## src/rtl/fp_adder_param.sv

```systemverilog
// fp_adder_param: pipelined IEEE-754-style adder/subtractor with flush-to-zero.
// Three arithmetic stages are followed by a plain delay line, so the total
// latency is LATENCY cycles at one operation per clock.
module fp_adder_param #(
    parameter int EXP_W   = 8,
    parameter int MAN_W   = 23,
    parameter int LATENCY = 11,
    parameter int USER_W  = 1
) (
    input  logic                       aclk,
    input  logic                       aresetn,
    input  logic                       s_axis_a_tvalid,
    input  logic [EXP_W+MAN_W:0]       s_axis_a_tdata,
    input  logic                       s_axis_b_tvalid,
    input  logic [EXP_W+MAN_W:0]       s_axis_b_tdata,
    input  logic                       s_axis_op,
    input  logic [USER_W-1:0]          s_axis_tuser,
    output logic                       m_axis_result_tvalid,
    output logic [EXP_W+MAN_W:0]       m_axis_result_tdata,
    output logic [USER_W-1:0]          m_axis_result_tuser
);
    localparam int W    = 1 + EXP_W + MAN_W;
    localparam int XW   = MAN_W + 4;              // implicit + frac + guard/round/sticky
    localparam int SW   = MAN_W + 5;              // XW plus carry-out
    localparam int DLY  = LATENCY - 3;            // stages after the arithmetic core
    localparam int LZW  = $clog2(SW + 1);
    localparam int EW2  = EXP_W + LZW + 1;        // offset exponent, never negative
    localparam int EMAX = (1 << EXP_W) - 1;
    localparam logic [EXP_W-1:0] EXP_ONES = '1;
    localparam logic [W-1:0]     QNAN     = {1'b0, EXP_ONES, 1'b1, {(MAN_W-1){1'b0}}};

    // ------------------------------------------------------------------
    // Stage 1: unpack, classify, specials, swap, align
    // ------------------------------------------------------------------
    logic              w_acc;
    logic              w_sa, w_sb;
    logic [EXP_W-1:0]  w_ea, w_eb;
    logic [MAN_W-1:0]  w_fa, w_fb;
    logic              w_a_nan, w_b_nan, w_a_inf, w_b_inf, w_a_zero, w_b_zero;
    logic [W-2:0]      w_a_key, w_b_key;
    logic              w_swap;
    logic              w_sx, w_sy;
    logic [EXP_W-1:0]  w_ex, w_ey, w_d;
    logic [MAN_W:0]    w_ma, w_mb, w_mx, w_my;
    logic [XW-1:0]     w_yext, w_yal;
    logic [2*XW-1:0]   w_ysh;
    logic              w_spc;
    logic [W-1:0]      w_spc_data;

    assign w_acc    = s_axis_a_tvalid & s_axis_b_tvalid;
    assign w_sa     = s_axis_a_tdata[W-1];
    assign w_ea     = s_axis_a_tdata[W-2 -: EXP_W];
    assign w_fa     = s_axis_a_tdata[MAN_W-1:0];
    // subtraction is just B with its sign flipped, specials included
    assign w_sb     = s_axis_b_tdata[W-1] ^ s_axis_op;
    assign w_eb     = s_axis_b_tdata[W-2 -: EXP_W];
    assign w_fb     = s_axis_b_tdata[MAN_W-1:0];

    assign w_a_nan  = (w_ea == EXP_ONES) && (w_fa != '0);
    assign w_b_nan  = (w_eb == EXP_ONES) && (w_fb != '0);
    assign w_a_inf  = (w_ea == EXP_ONES) && (w_fa == '0);
    assign w_b_inf  = (w_eb == EXP_ONES) && (w_fb == '0);
    assign w_a_zero = (w_ea == '0);
    assign w_b_zero = (w_eb == '0);

    // denormals flush to zero: no implicit bit, magnitude key zero
    assign w_ma     = w_a_zero ? '0 : {1'b1, w_fa};
    assign w_mb     = w_b_zero ? '0 : {1'b1, w_fb};
    assign w_a_key  = w_a_zero ? '0 : {w_ea, w_fa};
    assign w_b_key  = w_b_zero ? '0 : {w_eb, w_fb};
    assign w_swap   = (w_b_key > w_a_key);

    assign w_sx     = w_swap ? w_sb : w_sa;
    assign w_sy     = w_swap ? w_sa : w_sb;
    assign w_ex     = w_swap ? w_eb : w_ea;
    assign w_ey     = w_swap ? w_ea : w_eb;
    assign w_mx     = w_swap ? w_mb : w_ma;
    assign w_my     = w_swap ? w_ma : w_mb;
    assign w_d      = w_ex - w_ey;

    // special-case result, highest priority first
    always_comb begin
        w_spc      = 1'b1;
        w_spc_data = QNAN;
        if (w_a_nan || w_b_nan || (w_a_inf && w_b_inf && (w_sa != w_sb)))
            w_spc_data = QNAN;
        else if (w_a_inf)
            w_spc_data = {w_sa, EXP_ONES, {MAN_W{1'b0}}};
        else if (w_b_inf)
            w_spc_data = {w_sb, EXP_ONES, {MAN_W{1'b0}}};
        else
            w_spc = 1'b0;
    end

    // align smaller operand; bits shifted past the guard/round collapse into sticky
    always_comb begin
        w_yext = {w_my, 3'b000};
        w_ysh  = {w_yext, {XW{1'b0}}} >> w_d;
        if (32'(w_d) >= 32'(MAN_W + 3))
            w_yal = {{(XW-1){1'b0}}, |w_my};
        else
            w_yal = w_ysh[2*XW-1:XW] | {{(XW-1){1'b0}}, |w_ysh[XW-1:0]};
    end

    logic [LATENCY-1:0] r_vld_pipe;
    logic               r1_sx, r1_sub, r1_zs, r1_spc;
    logic [EXP_W-1:0]   r1_ex;
    logic [MAN_W:0]     r1_mx;
    logic [XW-1:0]      r1_my;
    logic [W-1:0]       r1_spc_data;
    logic [USER_W-1:0]  r1_user;

    // stage 1 register
    always_ff @(posedge aclk) begin
        if (!aresetn) begin
            r1_sx <= 1'b0; r1_sub <= 1'b0; r1_zs <= 1'b0; r1_spc <= 1'b0;
            r1_ex <= '0; r1_mx <= '0; r1_my <= '0; r1_spc_data <= '0; r1_user <= '0;
        end else begin
            r1_sx       <= w_sx;
            r1_sub      <= w_sx ^ w_sy;
            r1_zs       <= w_sx & w_sy;     // sign of a zero sum: -0 only for -0 + -0
            r1_spc      <= w_spc;
            r1_ex       <= w_ex;
            r1_mx       <= w_mx;
            r1_my       <= w_yal;
            r1_spc_data <= w_spc_data;
            r1_user     <= s_axis_tuser;
        end
    end

    // ------------------------------------------------------------------
    // Stage 2: magnitude add / subtract (|X| >= |Y| so no negative result)
    // ------------------------------------------------------------------
    logic [SW-1:0] w_xop, w_yop, w_sum;
    assign w_xop = {1'b0, r1_mx, 3'b000};
    assign w_yop = {1'b0, r1_my};
    assign w_sum = r1_sub ? (w_xop - w_yop) : (w_xop + w_yop);

    logic               r2_sx, r2_zs, r2_spc;
    logic [EXP_W-1:0]   r2_ex;
    logic [SW-1:0]      r2_sum;
    logic [W-1:0]       r2_spc_data;
    logic [USER_W-1:0]  r2_user;

    // stage 2 register
    always_ff @(posedge aclk) begin
        if (!aresetn) begin
            r2_sx <= 1'b0; r2_zs <= 1'b0; r2_spc <= 1'b0;
            r2_ex <= '0; r2_sum <= '0; r2_spc_data <= '0; r2_user <= '0;
        end else begin
            r2_sx       <= r1_sx;
            r2_zs       <= r1_zs;
            r2_spc      <= r1_spc;
            r2_ex       <= r1_ex;
            r2_sum      <= w_sum;
            r2_spc_data <= r1_spc_data;
            r2_user     <= r1_user;
        end
    end

    // ------------------------------------------------------------------
    // Stage 3: leading-zero count, normalize, round-to-nearest-even, pack
    // ------------------------------------------------------------------
    function automatic logic [LZW-1:0] lzc(input logic [SW-1:0] v);
        logic [LZW-1:0] n;
        n = LZW'(SW);
        for (int i = 0; i < SW; i++)
            if (v[i]) n = LZW'(SW - 1 - i);
        return n;
    endfunction

    logic [LZW-1:0]   w_lz;
    logic [SW-1:0]    w_norm;
    logic [MAN_W:0]   w_man;
    logic             w_g, w_st, w_inc;
    logic [MAN_W+1:0] w_rnd;
    logic [MAN_W-1:0] w_frac;
    logic [EW2-1:0]   w_eoff, w_ef;
    logic [W-1:0]     w_res;

    // exponent is kept offset by SW so underflow stays a plain unsigned compare
    always_comb begin
        w_lz   = lzc(r2_sum);
        w_norm = r2_sum << w_lz;
        w_man  = w_norm[SW-1 -: MAN_W+1];
        w_g    = w_norm[3];
        w_st   = |w_norm[2:0];
        w_inc  = w_g & (w_st | w_man[0]);
        w_rnd  = {1'b0, w_man} + (MAN_W+2)'(w_inc);
        w_frac = w_rnd[MAN_W+1] ? w_rnd[MAN_W:1] : w_rnd[MAN_W-1:0];
        w_eoff = EW2'(r2_ex) + EW2'(SW + 1) + EW2'(w_rnd[MAN_W+1]) - EW2'(w_lz);
        w_ef   = w_eoff - EW2'(SW);
        if (r2_spc)
            w_res = r2_spc_data;
        else if (r2_sum == '0)
            w_res = {r2_zs, {(W-1){1'b0}}};
        else if (w_eoff <= EW2'(SW))
            w_res = {r2_sx, {(W-1){1'b0}}};
        else if (w_ef >= EW2'(EMAX))
            w_res = {r2_sx, EXP_ONES, {MAN_W{1'b0}}};
        else
            w_res = {r2_sx, w_ef[EXP_W-1:0], w_frac};
    end

    // ------------------------------------------------------------------
    // Stage 3 register plus delay line; index 0 is the core output
    // ------------------------------------------------------------------
    logic [W-1:0]      r_dat [0:DLY];
    logic [USER_W-1:0] r_usr [0:DLY];

    // valid shift register, bit j is the valid of stage j+1
    always_ff @(posedge aclk) begin
        if (!aresetn) r_vld_pipe <= '0;
        else          r_vld_pipe <= {r_vld_pipe[LATENCY-2:0], w_acc};
    end

    // result / tag delay line
    always_ff @(posedge aclk) begin
        if (!aresetn) begin
            for (int i = 0; i <= DLY; i++) begin
                r_dat[i] <= '0;
                r_usr[i] <= '0;
            end
        end else begin
            r_dat[0] <= w_res;
            r_usr[0] <= r2_user;
            for (int i = 1; i <= DLY; i++) begin
                r_dat[i] <= r_dat[i-1];
                r_usr[i] <= r_usr[i-1];
            end
        end
    end

    assign m_axis_result_tvalid = r_vld_pipe[LATENCY-1];
    assign m_axis_result_tdata  = r_dat[DLY];
    assign m_axis_result_tuser  = r_usr[DLY];
endmodule

```

## config.mk

```make
export PLATFORM = sky130hd
export DESIGN_NAME = fp_adder_param
export DESIGN_NICKNAME = d
export VERILOG_FILES = /design/src/rtl/fp_adder_param.sv
export SDC_FILE = /design/constraint.sdc
export NUM_CORES = 1
export LEC_CHECK = 0
export ABC_AREA = 1
export BUFFER_PORTS_ARGS = -buffer_cell sky130_fd_sc_hd__buf_2
export CAP_MARGIN = 20
export CORE_UTILIZATION = 45
export DETAILED_ROUTE_END_ITERATION = 8
export GPL_ROUTABILITY_DRIVEN = 0
export GPL_TIMING_DRIVEN = 0
export HOLD_SLACK_MARGIN = 0.03
export PLACE_DENSITY = 0.58
export SLEW_MARGIN = 20
export SYNTH_ARGS = -nofsm -noshare
export SYNTH_HDL_FRONTEND = slang
export SYNTH_SLANG_ARGS = --single-unit
export TNS_END_PERCENT = 20
```

## constraint.sdc

```tcl
create_clock -name aclk -period 12.99 [get_ports aclk]
set_clock_uncertainty 0.05 [all_clocks]
set_input_delay 3.897 -clock aclk [delete_from_list [all_inputs] [get_ports aclk]]
set_output_delay 3.897 -clock aclk [all_outputs]
set_load 0.1 [all_outputs]
```

==> summary.md <==
| Metric | Value |
|---|---|
| Largest net degree at the start of global routing | 15 |
| Routed WL per cell | roughly 14 µm |
| Top FF cell, synth | dfxtp_1 |
| Net Sw Frac | 0.373 |
| Initial core utilization | 0.458 |
| Final period utilization | 0.731 |
| Full die area | 47400 µm² |
| CP required | roughly 13 ns |
| Mapped Nets | around 3200 |
| Critical path capture point type | flop |
| Final hold violation count | 0 |
| Worst Path Arrival | ~10 ns |
| Initial antenna violation count | 1 |
| Vias per cell | a little over 5 |
| Internal power | 0.00260 W |
| Ys async rst share | 0 |
| CTS resizes | 0 |
| Clock tree buffer depth | 3 |
| Comb power frac | 0.354 |
| Num CTS Buffers | 42 |
| RSZ-0062 raised after global routing | false |
| Maximum Capacitance Violations | 0 |
| CP max-delay cell | clkbuf_1 |
| Detailed Route WL | around 54000 µm |
| Setup bufs post-CTS | 0 |
| Outcome | finished, final reports clean |
| Max_slew headroom | 0.383 |
| Vias in the first global route | roughly 18000 |
| Ant diodes | 0 |
| Average cell area after synthesis | between 6 and 7 µm² |
| Synth Instances | between 3000 and 4000 |
| Worst path max stage delay | roughly 0.58 ns |
| Place WS | roughly 3.2 ns |
| Synthesized area | around 21000 µm² |
| Pwr dens | 175 nW/µm² |
| PortBufs | 103 |
| Clock-pin transition on the worst setup and hold timing paths | around 0.060 ns |
| Row cnt | between 70 and 80 |
| CTS sink count | around 420 |
| Clk pwr share | 0.305 |
| Min Tclk post-route | 9.50 ns |
| Core area | 45700 µm² |
| Fmax | 105 MHz |
| 1st-pass router iterations | 6 |
| Final worst setup slack | roughly 3.5 ns |
| GRT overflow | 0 |
| Final nets | about 3400 |
| Critical path type | input pin to flop |
| Number of flops mapped to enable cells by yosys | 0 |
| Most frequent CP cell | nand2_1 |
| Post-CTS Hold Buffers | 0 |
| Peak VDD IR | about 0.11 mV |
| Yosys warning count | 0 |
| Layout area overhead | 13.1% |
| GRT Total Usage | 0.234 |
| ANT nets after route | 0 |
| Die Ht | approximately 220 µm |
| Detailed-placement wirelength estimate | roughly 43000 µm |
| Net Switching | 0.00155 W |
| Overall power | 0.00415 W |
| Final TNS setup | 0 ns |
| Flop pwr share | 0.342 |
| Max-slew violation count | 0 |
| Vias after detailed routing | between 15000 and 20000 |
| Worst Tran Pin Value | 0.918 ns |
| IO Count | approximately 100 |
| Clk_lat worst skew | between 0.5 and 0.6 ns |
| Ratio of cells with drive above 1 in the final layout | 0.0893 |
| Startpoint Class | input pin |
| Setup-failing EPs final | 0 |
| Root Buffer | clkbuf_16 |
| Min-delay worst type | flop to flop |
| Yosys cell types | approximately 60 |
| First-pass GRT wire length | ~90000 µm |
| Register area share after synthesis | 0.400 |
| Drt drc | 0 |
| Die X | roughly 220 µm |
| Seq cells post-synth | roughly 420 |
| Maximum fanout along the worst path | 10 |
| Depth of the CTS H-tree | 2 |
| CTS tree | done |
| Leak Pwr | between 10 and 15 nW |
| First DRT Iteration DRCs | about 1400 |
## kinds of logic (layout without fill, tap and decap cells)
logic type      after synthesis  in the layout  share of synthesized area
simple gates               1410           1410                      0.294
buf+inv                     723            901                      0.138
flops                       418            418                      0.400
compound gates              351            351                     0.0915
fa+ha+maj                   101            101                     0.0615
xor+xnor                     32             32                     0.0138
mux                           2              2                   0.000957
## worst paths after layout
path	start	endpoint	slack, ns	depth (start not counted)
worst max-delay path	s_axis_a_tdata[29]	r1_my[0]	3.49	32
worst min-delay path	r_dat[0][131]	r_dat[0][163]	0.35	2
worst max register to register	r2_sum[0]	r_dat[0][20]	5.11	59
worst min register to register	r_dat[0][131]	r_dat[0][163]	0.35	2
## per-stage QoR
stage | instance area [µm²] | util | instances | hold WS (ns)
floorplan | 20900 | - | 3037 | 0.340
global placement | 22200 | 0.486 | 3740 | 0.341
detailed placement | 22200 | 0.486 | 3740 | 0.345
CTS | 23700 | 0.518 | 3815 | 0.349
global route | 23700 | 0.518 | 3815 | 0.363
finish | 23700 | 0.518 | 3815 | 0.348
## cells in the mapped netlist, types with 2 or more instances
cell	instances	share of area
nor4_1	13	0.0039
nand2_4	4	0.0022
ha_1	98	0.059
buf_8	2	0.0014
a41oi_1	3	0.0013
nand4_1	54	0.016
buf_4	35	0.013
o21bai_1	10	0.0036
nand2_2	12	0.0036
fa_1	3	0.0029
nand3b_1	4	0.0014
nor2_4	5	0.0027
and2_1	5	0.0015
xnor2_1	7	0.0029
nand3_1	273	0.065
nor2_8	2	0.0019
nand4_4	2	0.0020
a21boi_0	2	0.00072
a21oi_1	173	0.041
o22ai_1	2	0.00060
dfxtp_1	418	0.40
a21o_1	2	0.00072
inv_2	11	0.0020
o211ai_1	6	0.0022
inv_1	552	0.099
a211oi_1	3	0.0011
nand3_2	10	0.0048
nor3_1	20	0.0048
o21ai_1	7	0.0017
clkinv_1	2	0.00036
o21a_1	3	0.0011
nor2_2	6	0.0018
a31oi_1	5	0.0015
nor2_1	164	0.029
o21ai_0	113	0.027
mux2i_1	2	0.00096
clkbuf_1	92	0.017
xor2_1	24	0.010
nand2_1	829	0.15
buf_2	18	0.0043
a221oi_1	2	0.00084
o31ai_1	12	0.0043
buf_1	11	0.0020
## power groups by stage
stage | Sequential (W) | Combinational, W | Clock (W)
global route | 0.00143 | 0.00164 | 0.00135
detailed placement | 0.00145 | 0.00143 | 0
finish | 0.00142 | 0.00147 | 0.00127
floorplan | 0.00143 | 0.00107 | 0
CTS | 0.00142 | 0.00144 | 0.00130
global placement | 0.00145 | 0.00142 | 0
## critical path, delay by kind of cell
kind                       cells  cell delay (ns)
and+or+nand+nor               17             2.24
xor gates and xnor gates       1             0.45
AOI/OAI and AO/OA              4             0.85
adders and majority gates      2             0.33
buffers and inverters          8             2.13
## routing by layer
metal,global-route usage,share of wire
met1,0.277,0.42
met2,0.414,0.48
met3,0.0471,0.070
met4,0.0869,0.029
met5,0,0
## sequential cells by signal, summed over array words and instances, names as in the netlist
name and count:
r_dat 288, r2_sum 28, r1_my 27, r1_mx 24, r_vld_pipe 11, r_usr 9, r1_ex 8, r2_ex 8
r1_spc_data 3, r2_spc_data 3, r1_spc 1, r1_sub 1, r1_sx 1, r1_user 1, r1_zs 1, r2_spc 1
r2_sx 1, r2_user 1, r2_zs 1
## layout by cell type (no fill, tap or decap), types with 20 or more instances in the layout
cell       synthesis  final
a21oi_1          173    173
buf_2             18    121
buf_4             35     35
clkbuf_1          92    100
clkbuf_16          0     43
dfxtp_1          418    418
ha_1              98     98
inv_1            552    552
nand2_1          829    829
nand3_1          273    273
nand4_1           54     54
nor2_1           164    164
nor3_1            20     20
o21ai_0          113    113
xor2_1            24     24
## cell type report
cell class              count  area [µm²]
multi-input cells        1896        9670
well taps                 600         751
repair buffers            103         515
clock buffers              56        1170
fillers                  4606       22000
plain buffers             158         769
inverters                 565        2120
clock inverters            19         303
flip-flops and latches    418        8370
Note: power is estimated with default switching activity, not from simulation.
